<file path="src/rtl/clk_sw_pkg.sv">
// rtl/clk_sw_pkg.sv - shared state encoding, select constants and timing defaults for the clock switch
package clk_sw_pkg;

  typedef enum logic [1:0] {
    IDLE   = 2'd0,
    SETTLE = 2'd1,
    DWELL  = 2'd2
  } state_t;

  localparam logic SEL_CLK1 = 1'b1;
  localparam logic SEL_CLK2 = 1'b0;

  localparam int DEF_SETTLE_CYC = 8;
  localparam int DEF_DWELL_CYC  = 32;
  localparam int DEF_CNT_W      = 8;

  function automatic bit fits_cnt(input int val, input int width);
    return (val >= 0) && (longint'(val) <= ((longint'(1) << width) - 1));
  endfunction

endpackage

</file>
<file path="src/rtl/clk_sel_cnt.sv">
// rtl/clk_sel_cnt.sv - loadable saturating down-counter with zero flag, shared by SETTLE and DWELL
module clk_sel_cnt #(
  parameter int CNT_W = 8
) (
  input  logic             clk,
  input  logic             rstn,
  input  logic             i_load,
  input  logic [CNT_W-1:0] i_load_val,
  input  logic             i_dec,
  output logic [CNT_W-1:0] o_cnt,
  output logic             o_zero
);

  logic [CNT_W-1:0] r_cnt;

  always_ff @(posedge clk or negedge rstn) begin
    if (!rstn) begin
      r_cnt <= '0;
    end else if (i_load) begin
      r_cnt <= i_load_val;
    end else if (i_dec && (r_cnt != '0)) begin
      r_cnt <= r_cnt - CNT_W'(1);
    end
  end

  assign o_cnt  = r_cnt;
  assign o_zero = (r_cnt == '0);

endmodule

</file>
<file path="src/rtl/clk_sel_ctrl.sv">
// rtl/clk_sel_ctrl.sv - request-side select controller for the glitch-free clock switch
// Optional automatic failover on clock loss is enabled with CLK_FAILOVER_EN.
module clk_sel_ctrl
  import clk_sw_pkg::*;
#(
  parameter int   SETTLE_CYC     = DEF_SETTLE_CYC,
  parameter int   DWELL_CYC      = DEF_DWELL_CYC,
  parameter logic RESET_SEL_CLK1 = SEL_CLK1,
  parameter int   CNT_W          = DEF_CNT_W
) (
  input  logic clk,
  input  logic rstn,
  input  logic req_valid,
  input  logic req_sel_clk1,
  output logic req_ready,
  output logic sel_clk1,
  output logic busy,
  output logic done,
  input  logic fail_clk1,
  input  logic fail_clk2,
  output logic failover
);

  if ((SETTLE_CYC < 1) || !fits_cnt(SETTLE_CYC, CNT_W) || !fits_cnt(DWELL_CYC, CNT_W)) begin : g_bad_param
    $error("clk_sel_ctrl: SETTLE_CYC/DWELL_CYC out of range for CNT_W");
  end

  localparam logic [CNT_W-1:0] SETTLE_LD     = CNT_W'(SETTLE_CYC - 1);
  localparam logic [CNT_W-1:0] DWELL_LD      = CNT_W'((DWELL_CYC > 0) ? (DWELL_CYC - 1) : 0);
  localparam logic             DONE_ON_ENTRY = (SETTLE_CYC == 1);
  localparam logic             HAS_DWELL     = (DWELL_CYC > 0);

  state_t           r_state;
  logic             r_sel;
  logic             r_ready;
  logic             r_busy;
  logic             r_done;
  logic             r_failover;

  logic [CNT_W-1:0] w_cnt;
  logic             w_cnt_zero;
  logic             w_fo_trig;
  logic             w_accept;
  logic             w_start_settle;
  logic             w_start_dwell;
  logic             w_cnt_load;
  logic [CNT_W-1:0] w_load_val;

`ifdef CLK_FAILOVER_EN
  logic w_act_fail;
  logic w_oth_fail;

  // Only a loss of the active clock with the other one healthy is worth switching for.
  assign w_act_fail = r_sel ? fail_clk1 : fail_clk2;
  assign w_oth_fail = r_sel ? fail_clk2 : fail_clk1;
  assign w_fo_trig  = ((r_state == IDLE) || (r_state == DWELL)) && w_act_fail && !w_oth_fail;
`else
  logic w_unused_fail;

  assign w_unused_fail = fail_clk1 | fail_clk2;
  assign w_fo_trig     = 1'b0;
`endif

  assign w_accept       = (r_state == IDLE) && req_valid && r_ready && !w_fo_trig;
  assign w_start_settle = w_fo_trig || (w_accept && (req_sel_clk1 != r_sel));
  assign w_start_dwell  = (r_state == SETTLE) && w_cnt_zero && HAS_DWELL;
  assign w_cnt_load     = w_start_settle || w_start_dwell;
  assign w_load_val     = w_start_settle ? SETTLE_LD : DWELL_LD;

  clk_sel_cnt #(
    .CNT_W (CNT_W)
  ) u_cnt (
    .clk        (clk),
    .rstn       (rstn),
    .i_load     (w_cnt_load),
    .i_load_val (w_load_val),
    .i_dec      (r_state != IDLE),
    .o_cnt      (w_cnt),
    .o_zero     (w_cnt_zero)
  );

  always_ff @(posedge clk or negedge rstn) begin
    if (!rstn) begin
      r_state    <= IDLE;
      r_sel      <= RESET_SEL_CLK1;
      r_ready    <= 1'b0;
      r_busy     <= 1'b0;
      r_done     <= 1'b0;
      r_failover <= 1'b0;
    end else begin
      r_done <= 1'b0;
      if (w_start_settle) begin
        r_sel      <= ~r_sel;
        r_state    <= SETTLE;
        r_ready    <= 1'b0;
        r_busy     <= 1'b1;
        r_done     <= DONE_ON_ENTRY;
        r_failover <= w_fo_trig;
      end else begin
        case (r_state)
          IDLE: begin
            r_ready <= 1'b1;
            if (w_accept) begin
              r_done     <= 1'b1;
              r_failover <= 1'b0;
            end
          end
          SETTLE: begin
            if (w_cnt_zero) begin
              if (HAS_DWELL) begin
                r_state <= DWELL;
              end else begin
                r_state <= IDLE;
                r_ready <= 1'b1;
                r_busy  <= 1'b0;
              end
            end else begin
              // Registered done must land in the cycle where the count reads zero.
              r_done <= (w_cnt == CNT_W'(1));
            end
          end
          DWELL: begin
            if (w_cnt_zero) begin
              r_state <= IDLE;
              r_ready <= 1'b1;
              r_busy  <= 1'b0;
            end
          end
          default: begin
            r_state <= IDLE;
            r_ready <= 1'b0;
            r_busy  <= 1'b0;
          end
        endcase
      end
    end
  end

  assign req_ready = r_ready;
  assign sel_clk1  = r_sel;
  assign busy      = r_busy;
  assign done      = r_done;
  assign failover  = r_failover;

endmodule

</file>
<file path="config.mk">
export PLATFORM = sky130hd
export DESIGN_NAME = clk_sel_ctrl
export DESIGN_NICKNAME = d
export VERILOG_FILES = /design/src/rtl/clk_sw_pkg.sv /design/src/rtl/clk_sel_cnt.sv /design/src/rtl/clk_sel_ctrl.sv
export SDC_FILE = /design/constraint.sdc
export NUM_CORES = 1
export LEC_CHECK = 0
export ABC_AREA = 1
export BUFFER_PORTS_ARGS = -buffer_cell sky130_fd_sc_hd__buf_2
export CORE_AREA = 4 4 44 46
export CTS_BUF_LIST = sky130_fd_sc_hd__clkbuf_4 sky130_fd_sc_hd__clkbuf_8
export DETAILED_ROUTE_END_ITERATION = 8
export DIE_AREA = 0 0 48 50
export GPL_TIMING_DRIVEN = 0
export PLACE_DENSITY = 0.83
export SLEW_MARGIN = 10
export SYNTH_ARGS = -nofsm -noshare
export SYNTH_HDL_FRONTEND = slang
export SYNTH_SLANG_ARGS = --single-unit
export TNS_END_PERCENT = 5
</file>
<file path="constraint.sdc">
create_clock -name clk -period 1.6 [get_ports clk]
set_input_delay 0.32 -clock clk [delete_from_list [all_inputs] [get_ports clk]]
set_output_delay 0.32 -clock clk [all_outputs]
set_load 0.01 [all_outputs]
</file>
==> summary.txt, run 1 <==
Final layout
  • Layout area overhead: 13.85%
  • Nets@finish: 147
  • Layout cells sized above 1: 0.2117
  • Antenna diodes: 0
  • Non-Filler Instances: 153

Job
  • Max-cap violations: 0

Yosys
  • Syn avg cell area: 7.273 um^2
  • Syn nets: 132
  • Seq/Total Area, Yosys: 0.3930
  • Post-synthesis compound-gate area fraction: 0.03497
  • Post-Synth Adder-Cell Area: 0.04196
  • Synth top area cells: dfrtp_1, nand2_1, inv_1
  • Post-synth top cells: nand2_1, inv_1, dfrtp_1, nor2_1, nand3_1
  • Main synth FF type: dfrtp_1
  • Top-count cell post-synth: nand2_1
  • Post-synthesis cell type count: 22
  • Post-synthesis xor/xnor area fraction: 0
  • Share of Yosys cell area claimed by the top area cell type: 0.3636
  • Yosys reg bits: 14
  • Multiplexer area fraction after synthesis: 0
  • Asr flop ratio synth: 1.000
  • Main combinational cell family by area after synthesis: simple AND/OR/NAND/NOR gates
  • Syn Inst Count: 123
  • Mapped Area: 894.6 um^2
  • Biggest area consumer among synthesized cells: dfrtp_1
  • Simple-gate portion of the synthesized area: 0.4503
  • Synth warn: 0
  • EDFF count, synth: 0

Timing
  • Final setup fails: 0
  • Post-route setup slack: 98.45 ps
  • Final Max Slew Viols: 0
  • RSZ-0062 raised after global routing: false
  • Fin. Hold Viols: 0
  • Post-layout minimum cycle time: 1502 ps
  • Worst hold slack: 281.4 ps
  • TNS Setup: 0 ps
  • Clock skew: 8.251 ps
  • Crit share post-route: 0.9385
  • Max Fclk: 666.0 MHz

Global route
  • Initial antenna violation count: 0
  • Vias in the first global route: 722
  • Tot GR Track Use: 0.1750
  • Grt total ovfl: 0
  • First-pass GRT wire length: 2980 um
  • Largest net degree at the start of global routing: 15

Detailed routing
  • Starting DRT DRC Count: 22
  • DRT antenna net count: 0
  • Initial DRT Pass Iterations: 4
  • Via count: 777
  • Wire per inst: 11.82 um
  • WL final: 1809 um
  • Mean number of vias per cell: 5.078
  • Residual DRC: 0

Clock tree
  • Clock sink count: 14
  • Number of H-tree levels: 1
  • CTS buffer count: 3
  • Skew-Pair Late Insertion Delay: 290 ps
  • TritonCTS clock tree: built
  • Clock buffer depth: 2
  • CTS root buf: clkbuf_4
  • Reg clk slew, reported paths: 100 ps

Worst setup path
  • Top Family by Delay on Critical Path: simple AND/OR/NAND/NOR gates
  • CP Cell Sequence: inv_1 -> ha_1 -> nand2_4 -> nor2_8 -> nor2_4 -> buf_4 -> nand2_1 -> nand3_1
  • Slowest CP cell: dfrtp_1
  • CP required: 1770 ps
  • Startpoint types: register
  • CP peak stage delay: 400 ps
  • CP Buf/Inv Count: 2
  • Critical path class: register to register
  • Worst setup EP type: register
  • Critical Path AT: 1670 ps
  • Max FO, Critical Path: 8

Floorplan
  • Die Span Y: 50 um
  • Total I/O pin count: 11
  • Std cell rows: 14
  • Die area: 0.002400 mm^2
  • Width of the die: 48 um
  • Core area: 0.001506 mm^2
  • Initial core utilization: 0.5939

Placement
  • Cells after DPL: 146
  • GP Congestion: 0.8336
  • Hpwl dp: 1279 um
  • Port-buffer cells: 7
  • Placement Setup Slack: 12.75 ps

Power
  • Total Power: 0.0006388 W
  • Pleak: 0.5375 nW
  • Pwr Density: 627.3 mW/mm^2
  • Maximum vdd drop: 519.7 uV

Hold path
  • Worst min path class: primary input to register

Run status
  • Outcome: finished clean
==> path summary, 6_finish.rpt <==
check / startpoint / to / slack, ps / cells past startpoint
max: u_cnt.o_cnt[1]$_DFFE_PN0P_ / u_cnt.o_cnt[0]$_DFFE_PN0P_ / 100 / 8
min: req_sel_clk1 / sel_clk1$_DFFE_PN1P_ / 280 / 3
max reg2reg: u_cnt.o_cnt[1]$_DFFE_PN0P_ / u_cnt.o_cnt[0]$_DFFE_PN0P_ / 100 / 8
min reg2reg: busy$_DFFE_PN0P_ / busy$_DFFE_PN0P_ / 480 / 2
max in group asynchronous: rstn / sel_clk1$_DFFE_PN1P_ / 870 / 2
min in group asynchronous: rstn / u_cnt.o_cnt[6]$_DFFE_PN0P_ / 440 / 2
==> what timing repair did <==
action,in CTS,in global routing
pin swaps,0,1
setup buffers,0,2
hold buffers,1,0
endpoints found under the setup margin,2,5
resized for setup,1,1
endpoints found under the hold margin,13,0
==> cell usage in the layout (no fill, tap or decap), drive strengths merged <==
cell / count
nand3: 9
nand2: 52
nor3: 1
dlygate4sd3: 1
clkbuf: 4
o21ai: 2
nand3b: 2
dfrtp: 13
ha: 3
dfstp: 1
nor2: 19
buf: 10
conb: 1
o211ai: 1
clkinv: 1
a21oi: 2
inv: 15
==> logic make-up (layout without fill, tap and decap cells) <==
logic type,Yosys count,in the layout
flops,14,14
other cells,1,1
fa+ha+maj,3,3
buf+inv,17,31
simple gates,83,83
compound gates,5,5
==> area by class of cell <==
| cell class | count | area, um^2 |
|---|---|---|
| plain buffers | 1 | 7.507 |
| clock buffers | 4 | 36.28 |
| fillers | 139 | 488.0 |
| inverters | 16 | 60.06 |
| multi-input cells | 92 | 483.0 |
| flip-flops and latches | 14 | 351.6 |
| well taps | 16 | 20.02 |
| repair buffers | 10 | 60.06 |
==> power breakdown <==
| part | switching (W) | internal [W] | total (W) |
|---|---|---|---|
| logic | 0.0000121 | 0.00000690 | 0.0000190 |
| registers | 0 | 0.000354 | 0.000354 |
| clock network | 0.000127 | 0.000139 | 0.000266 |
| total | 0.000140 | 0.000499 | 0.000639 |
==> worst reg2reg max path, stage by stage (launching register included) <==
cell and delay, ps:
dfrtp_1 400, inv_1 140, ha_1 230, nand2_4 90
nor2_8 160, nor2_4 90, buf_4 150, nand2_1 50
nand3_1 70
==> stage by stage <==
stage	instance area [um^2]	utilization
global route	1018	0.6761
CTS	1003	0.6661
floorplan	894.6	-
detailed placement	949.7	0.6304
global placement	949.7	0.6304
finish	1018	0.6761
==> registers in the layout, summed over array words and instances, names as in the netlist <==
register / flops
r_state: 2
sel_clk1: 1
done: 1
busy: 1
req_ready: 1
u_cnt.o_cnt: 8
==> layer usage <==
metal  GRT usage  wire, um  vias to the layer above
met1      0.2081       784                      347
met2      0.2753       870                       22
met5           0         0                        -
li1            -         -                      400
met3     0.03636        87                        8
met4      0.1031        66                        0
Power figures use the tool's default switching activity.
==> run 2: changes to the inputs <==
--- a/config.mk
+++ b/config.mk
@@ -7,14 +7,15 @@
 export LEC_CHECK = 0
 export ABC_AREA = 1
 export BUFFER_PORTS_ARGS = -buffer_cell sky130_fd_sc_hd__buf_2
-export CORE_AREA = 4 4 44 46
+export CELL_PAD_IN_SITES_DETAIL_PLACEMENT = 1
+export CELL_PAD_IN_SITES_GLOBAL_PLACEMENT = 1
+export CORE_AREA = 2 2 50 52
 export CTS_BUF_LIST = sky130_fd_sc_hd__clkbuf_4 sky130_fd_sc_hd__clkbuf_8
 export DETAILED_ROUTE_END_ITERATION = 8
-export DIE_AREA = 0 0 48 50
+export DIE_AREA = 0 0 52 54
 export GPL_TIMING_DRIVEN = 0
-export PLACE_DENSITY = 0.83
+export PLACE_DENSITY = 0.8
 export SLEW_MARGIN = 10
 export SYNTH_ARGS = -nofsm -noshare
 export SYNTH_HDL_FRONTEND = slang
 export SYNTH_SLANG_ARGS = --single-unit
-export TNS_END_PERCENT = 5
==> summary.txt, run 2 (synthesis gave the netlist of run 1 again) <==
Placement
  • Hpwl dp: 1570 um (+23%)
  • Cells after DPL: 160 (+9.6%)
  • Placement Setup Slack: -43.51 ps (-56.26 ps)
  • GP Congestion: 0.7960 (-4.5%)
  • Port-buffer cells: 7 (unchanged)

Clock tree
  • CTS root buf: clkbuf_4
  • Number of H-tree levels: 1 (unchanged)
  • TritonCTS clock tree: built
  • Clock sink count: 14 (unchanged)
  • Clock buffer depth: 2 (unchanged)
  • Skew-Pair Late Insertion Delay: 290 ps (about the same)
  • Reg clk slew, reported paths: 100 ps (about the same)
  • CTS buffer count: 3 (unchanged)

Global route
  • Tot GR Track Use: 0.1735 (-0.001505)
  • Met1 global-route usage: 0.2153 (+0.007201)
  • Largest net degree at the start of global routing: 15 (unchanged)
  • GR peak layer: met2
  • Met3 usage: 0.03333 (-0.003030)
  • Initial antenna violation count: 0 (unchanged)
  • First-pass GRT wire length: 3456 um (+16%)
  • Vias in the first global route: 778 (+7.8%)
  • Met2 usage: 0.2911 (+0.01581)
  • Grt total ovfl: 0 (unchanged)

Job
  • Max-cap violations: 0 (unchanged)

Timing
  • Final Max Slew Viols: 0 (unchanged)
  • Clock skew: 4.111 ps (-4.140 ps)
  • Fin. Hold Viols: 0 (unchanged)
  • Post-layout minimum cycle time: 1488 ps (-13.16 ps)
  • Max Fclk: 671.9 MHz (+0.88%)
  • Final setup fails: 0 (unchanged)
  • Worst hold slack: 292.9 ps (+11.47 ps)
  • Crit share post-route: 0.9302 (-0.008227)
  • RSZ-0062 raised after global routing: false
  • Post-route setup slack: 111.6 ps (+13.16 ps)

Floorplan
  • Width of the die: 52 um (+8.3%)
  • Total I/O pin count: 11 (unchanged)
  • Core area: 0.002320 mm^2 (+54%)
  • Die Span Y: 54 um (+8.0%)
  • Std cell rows: 18 (+4)
  • Initial core utilization: 0.3857 (-0.2082)
  • Die area: 0.002808 mm^2 (+17%)

Final layout
  • Layout fillers: 319 (+130%)
  • Layout area overhead: 19.72%
  • Most frequent cells in the layout: nand2_1, nor2_1, dfrtp_1, inv_1, nand3_1
  • Commonest non-fill, non-tap cell in the layout: nand2_1
  • Layout cells sized above 1: 0.2446 (+0.03293)
  • Nets@finish: 149 (+1.4%)
  • Max FFs per register: 8 (unchanged)
  • Non-Filler Instances: 169 (+10%)
  • Antenna diodes: 0 (unchanged)

Power
  • Sw frac: 0.2289 (+0.01036)
  • Register share of total power: 0.546 (-0.008)
  • Pint: 0.0004993 W (about the same)
  • Clk pwr share: 0.423 (+0.006)
  • Pwr Density: 604.5 mW/mm^2 (-3.6%)
  • Gate power share: 0.031 (about the same)
  • Net Sw Power: 0.0001482 W (+6.2%)
  • Pleak: 0.5551 nW (+3.3%)
  • Maximum vdd drop: 370.6 uV (-29%)

Hold path
  • Worst min path class: primary input to register

Run status
  • Outcome: finished clean

Detailed routing
  • Residual DRC: 0 (unchanged)
  • DRT antenna net count: 0 (unchanged)
  • Initial DRT Pass Iterations: 4 (unchanged)
  • Via count: 814 (+4.8%)
  • Wire per inst: 12.23 um (+3.4%)
  • Mean number of vias per cell: 4.817 (-5.2%)
  • Starting DRT DRC Count: 7 (-68%)
  • WL final: 2067 um (+14%)

Worst setup path
  • Worst setup EP type: register
  • Startpoint types: register
  • Critical path class: register to register
  • Slowest CP cell: dfrtp_1
  • Max FO, Critical Path: 4 (-4)
  • CP peak stage delay: 430 ps (+30 ps)
  • CP required: 1840 ps (+70 ps)
  • Critical Path AT: 1730 ps (+60 ps)
  • Top Family by Delay on Critical Path: simple AND/OR/NAND/NOR gates
  • CP Cell Sequence: inv_2 -> ha_1 -> nand2_4 -> nor2_8 -> nor2_4 -> buf_4 -> nor2_4 -> nand2_1 -> nand2_1
  • CP Buf/Inv Count: 2 (unchanged)
-- run 2: cell types whose count changed in the layout (fill, tap and decap cells not counted) --
cell	change
buf_12	+1
nand2_2	+1
nand2_1	-1
nand3_2	+1
buf_4	+1
inv_2	+1
nand3_1	-1
inv_1	-1
-- run 2: timing repair --
action | in CTS | in global routing
hold endpoints to repair | 13 | 0
hold buffers | 1 | 0
setup buffers | 0 | 4
setup endpoints to repair | 2 | 9
gates resized for setup | 1 | 4
pin swaps | 0 | 1
-- run 2: cell type report --
type | instances | area [um^2] | area share
buffer | 1 | 7.507 | 0.007009
clock buffer | 4 | 36.28 | 0.03388
sequential | 14 | 351.6 | 0.3283
multi-input combinational | 92 | 490.5 | 0.4579
timing repair buffer | 12 | 87.58 | 0.08178
inverter | 16 | 60.06 | 0.05607
tap | 30 | 37.54 | 0.03505
-- run 2: worst register-to-register path, delay by kind of cell (launching register included) --
| kind | cells | cell delay (ps) |
|---|---|---|
| fa+ha+maj | 1 | 190 |
| simple gates | 6 | 570 |
| buf+inv | 2 | 250 |
| flops | 1 | 430 |
-- run 2: worst paths after layout --
check / start / endpoint / slack [ps] / depth (start not counted)
max reg2reg: u_cnt.o_cnt[1]$_DFFE_PN0P_ / u_cnt.o_cnt[4]$_DFFE_PN0P_ / 110 / 9
min in group asynchronous: rstn / done$_DFF_PN0_ / 450 / 2
min reg2reg: busy$_DFFE_PN0P_ / busy$_DFFE_PN0P_ / 480 / 2
min: req_sel_clk1 / sel_clk1$_DFFE_PN1P_ / 290 / 3
max in group asynchronous: rstn / sel_clk1$_DFFE_PN1P_ / 850 / 2
max: u_cnt.o_cnt[1]$_DFFE_PN0P_ / u_cnt.o_cnt[4]$_DFFE_PN0P_ / 110 / 9
-- run 2: stage by stage --
step	instance area [um^2]	total power [W]	utilization	setup TNS, ps
2_1_floorplan	894.6	0.0003670	-	0
3_3_place_gp	967.2	0.0003780	0.4169	0
3_5_place_dp	967.2	0.0003793	0.4169	-85.87
4_1_cts	1021	0.0006593	0.4401	0
5_1_grt	1071	0.0006694	0.4617	0
6_report	1071	0.0006475	0.4617	0
-- run 2: power by group through the flow --
stage,Combinational [W],Sequential [W],Clock [W]
floorplan,0.00000635,0.000361,0
global placement,0.0000174,0.000361,0
detailed placement,0.0000187,0.000361,0
CTS,0.0000207,0.000354,0.000285
global route,0.0000220,0.000354,0.000294
finish,0.0000198,0.000354,0.000274
-- run 2: routing by layer --
metal	routed length, um	vias to the layer above
met4	39	0
met3	54	5
met2	1055	12
met1	917	391
met5	0	-
li1	-	406
==> run 3: changes to the inputs <==
--- a/config.mk
+++ b/config.mk
@@ -6,15 +6,15 @@
 export NUM_CORES = 1
 export LEC_CHECK = 0
 export ABC_AREA = 1
-export BUFFER_PORTS_ARGS = -buffer_cell sky130_fd_sc_hd__buf_2
 export CELL_PAD_IN_SITES_DETAIL_PLACEMENT = 1
 export CELL_PAD_IN_SITES_GLOBAL_PLACEMENT = 1
-export CORE_AREA = 2 2 50 52
+export CORE_AREA = 2 2 48 50
 export CTS_BUF_LIST = sky130_fd_sc_hd__clkbuf_4 sky130_fd_sc_hd__clkbuf_8
 export DETAILED_ROUTE_END_ITERATION = 8
-export DIE_AREA = 0 0 52 54
+export DIE_AREA = 0 0 50 52
+export DONT_BUFFER_PORTS = 1
 export GPL_TIMING_DRIVEN = 0
-export PLACE_DENSITY = 0.8
+export PLACE_DENSITY = 0.79
 export SLEW_MARGIN = 10
 export SYNTH_ARGS = -nofsm -noshare
 export SYNTH_HDL_FRONTEND = slang
==> summary.txt, run 3 (synthesis gave the netlist of run 1 again) <==
Run status
  • Outcome: finished clean

Worst setup path
  • Slowest CP cell: dfrtp_1
  • Top Family by Delay on Critical Path: simple AND/OR/NAND/NOR gates
  • CP Buf/Inv Count: 2 (unchanged)
  • CP required: 1840 ps (about the same)
  • CP peak stage delay: 410 ps (-20 ps)
  • Critical path class: register to register
  • CP Cell Sequence: inv_2 -> ha_1 -> nand2_4 -> nor2_8 -> nor2_4 -> buf_4 -> nand3_1 -> nand2_1
  • Critical Path AT: 1750 ps (+20 ps)
  • Max FO, Critical Path: 9 (+5)
  • Worst setup EP type: register
  • Startpoint types: register

Final layout
  • Most frequent cells in the layout: nand2_1, inv_1, nor2_1, dfrtp_1, nand3_1
  • Layout cells sized above 1: 0.1692 (-0.07537)
  • Layout area overhead: 11.61%
  • Commonest non-fill, non-tap cell in the layout: nand2_1
  • Multi-input logic area: 483.0 um^2 (-1.5%)
  • Antenna diodes: 0 (unchanged)
  • Reg area: 351.6 um^2 (unchanged)
  • Max FFs per register: 8 (unchanged)
  • Layout fillers: 281 (-12%)
  • Nets@finish: 140 (-6.0%)
  • Non-Filler Instances: 158 (-6.5%)

Floorplan
  • Core area: 0.002106 mm^2 (-9.2%)
  • Std cell rows: 17 (-1)
  • Initial core utilization: 0.4248 (+0.03918)
  • Width of the die: 50 um (-3.8%)
  • Total I/O pin count: 11 (unchanged)
  • Die area: 0.002600 mm^2 (-7.4%)
  • Die Span Y: 52 um (-3.7%)

Detailed routing
  • Initial DRT Pass Iterations: 3 (-1)
  • Residual DRC: 0 (unchanged)
  • Mean number of vias per cell: 4.842 (+0.52%)
  • DRT antenna net count: 0 (unchanged)
  • WL final: 1967 um (-4.8%)
  • Via count: 765 (-6.0%)
  • Wire per inst: 12.45 um (+1.8%)
  • Starting DRT DRC Count: 4 (-3)

Power
  • Pleak: 0.5087 nW (-8.4%)
  • Clk pwr share: 0.424 (about the same)
  • Maximum vdd drop: 283.4 uV (-24%)
  • Total Power: 0.0006410 W (-1.0%)
  • Pwr Density: 642.0 mW/mm^2 (+6.2%)
  • Pint: 0.0004969 W (-0.48%)
  • Net Sw Power: 0.0001441 W (-2.7%)
  • Gate power share: 0.024 (-0.007)
  • Sw frac: 0.2248 (-0.004037)
  • Register share of total power: 0.552 (+0.006)

Global route
  • Initial antenna violation count: 0 (unchanged)
  • GR peak layer: met2
  • Met1 global-route usage: 0.1996 (-0.01561)
  • Tot GR Track Use: 0.1719 (-0.001626)
  • Vias in the first global route: 768 (-1.3%)
  • Met3 usage: 0.02586 (-0.007471)
  • Met2 usage: 0.3004 (+0.009299)
  • Largest net degree at the start of global routing: 15 (unchanged)
  • First-pass GRT wire length: 3291 um (-4.8%)
  • Grt total ovfl: 0 (unchanged)

Clock tree
  • Reg clk slew, reported paths: 90 ps (about the same)
  • Number of H-tree levels: 1 (unchanged)
  • Clock sink count: 14 (unchanged)
  • CTS root buf: clkbuf_4
  • TritonCTS clock tree: built
  • CTS buffer count: 3 (unchanged)
  • Skew-Pair Late Insertion Delay: 290 ps (about the same)
  • Clock buffer depth: 2 (unchanged)

Hold path
  • Worst min path class: primary input to register

Placement
  • Port-buffer cells: 0 (-7)
  • Hpwl dp: 1472 um (-6.2%)
  • GP Congestion: 0.7320 (-8.0%)
  • Cells after DPL: 151 (-5.6%)

Timing
  • Final setup fails: 0 (unchanged)
  • Post-layout minimum cycle time: 1510 ps (+21.81 ps)
  • Worst rel slew slack: 0.5447
  • Worst slew pin tran: 680.7 ps
  • Worst hold slack: 155.2 ps (-137.7 ps)
  • Final Max Slew Viols: 0 (unchanged)
  • Crit share post-route: 0.9439 (+0.01363)
  • Max Fclk: 662.2 MHz (-1.4%)
  • Fin. Hold Viols: 0 (unchanged)
  • Clock skew: 1.847 ps (-2.264 ps)

Job
  • Max-cap violations: 0 (unchanged)
==> run 3: cell types whose count changed in the layout (fill, tap and decap cells not counted), sizes merged <==
cell  delta
buf      -9
==> run 3: layout make-up <==
type | instances | share of cell area
timing repair buffer | 3 | 0.02506
sequential | 14 | 0.3521
multi-input combinational | 92 | 0.4837
tap | 28 | 0.03509
clock buffer | 4 | 0.03634
inverter | 16 | 0.06015
buffer | 1 | 0.007519
==> run 3: what timing repair did <==
item | CTS | global route
hold buffers | 1 | 0
hold endpoints to repair | 14 | 0
pin swaps | 0 | 1
setup buffers | 0 | 2
gates resized for setup | 1 | 1
setup endpoints to repair | 2 | 6
==> run 3: path summary, 6_finish.rpt <==
kind	startpoint	end	slack, ps	depth (start not counted)
worst max-delay path	u_cnt.o_cnt[0]$_DFFE_PN0P_	u_cnt.o_cnt[7]$_DFFE_PN0P_	90	8
worst min-delay path	req_sel_clk1	sel_clk1$_DFFE_PN1P_	160	2
worst max register to register	u_cnt.o_cnt[0]$_DFFE_PN0P_	u_cnt.o_cnt[7]$_DFFE_PN0P_	90	8
worst min register to register	u_cnt.o_cnt[7]$_DFFE_PN0P_	u_cnt.o_cnt[7]$_DFFE_PN0P_	540	2
max in group asynchronous	rstn	u_cnt.o_cnt[4]$_DFFE_PN0P_	670	1
min in group asynchronous	rstn	u_cnt.o_cnt[0]$_DFFE_PN0P_	500	1
==> run 3: metrics by stage <==
step,TNS [ps],area (um^2),worst slack [ps],utilization
after global routing,-15.63,998.5,-15.63,0.4742
after floorplan,0,894.6,263.9,-
after CTS,0,983.4,72.28,0.4670
final,0,998.5,89.80,0.4742
after detailed placement,-41.43,929.6,-21.07,0.4415
after global placement,0,929.6,4.753,0.4415
==> run 3: metal layers <==
metal / up-vias / routed length (um)
met2: 10 / 1018
met1: 365 / 879
met3: 4 / 36
met4: 0 / 33
li1: 386 / -
met5: - / 0
==> run 3: power groups by stage <==
| stage | registers (W) | logic [W] | clock network [W] |
|---|---|---|---|
| finish | 0.000354 | 0.0000156 | 0.000272 |
| global route | 0.000354 | 0.0000182 | 0.000290 |
| CTS | 0.000354 | 0.0000164 | 0.000276 |
| detailed placement | 0.000361 | 0.00000678 | 0 |
| global placement | 0.000361 | 0.00000668 | 0 |
| floorplan | 0.000361 | 0.00000635 | 0 |
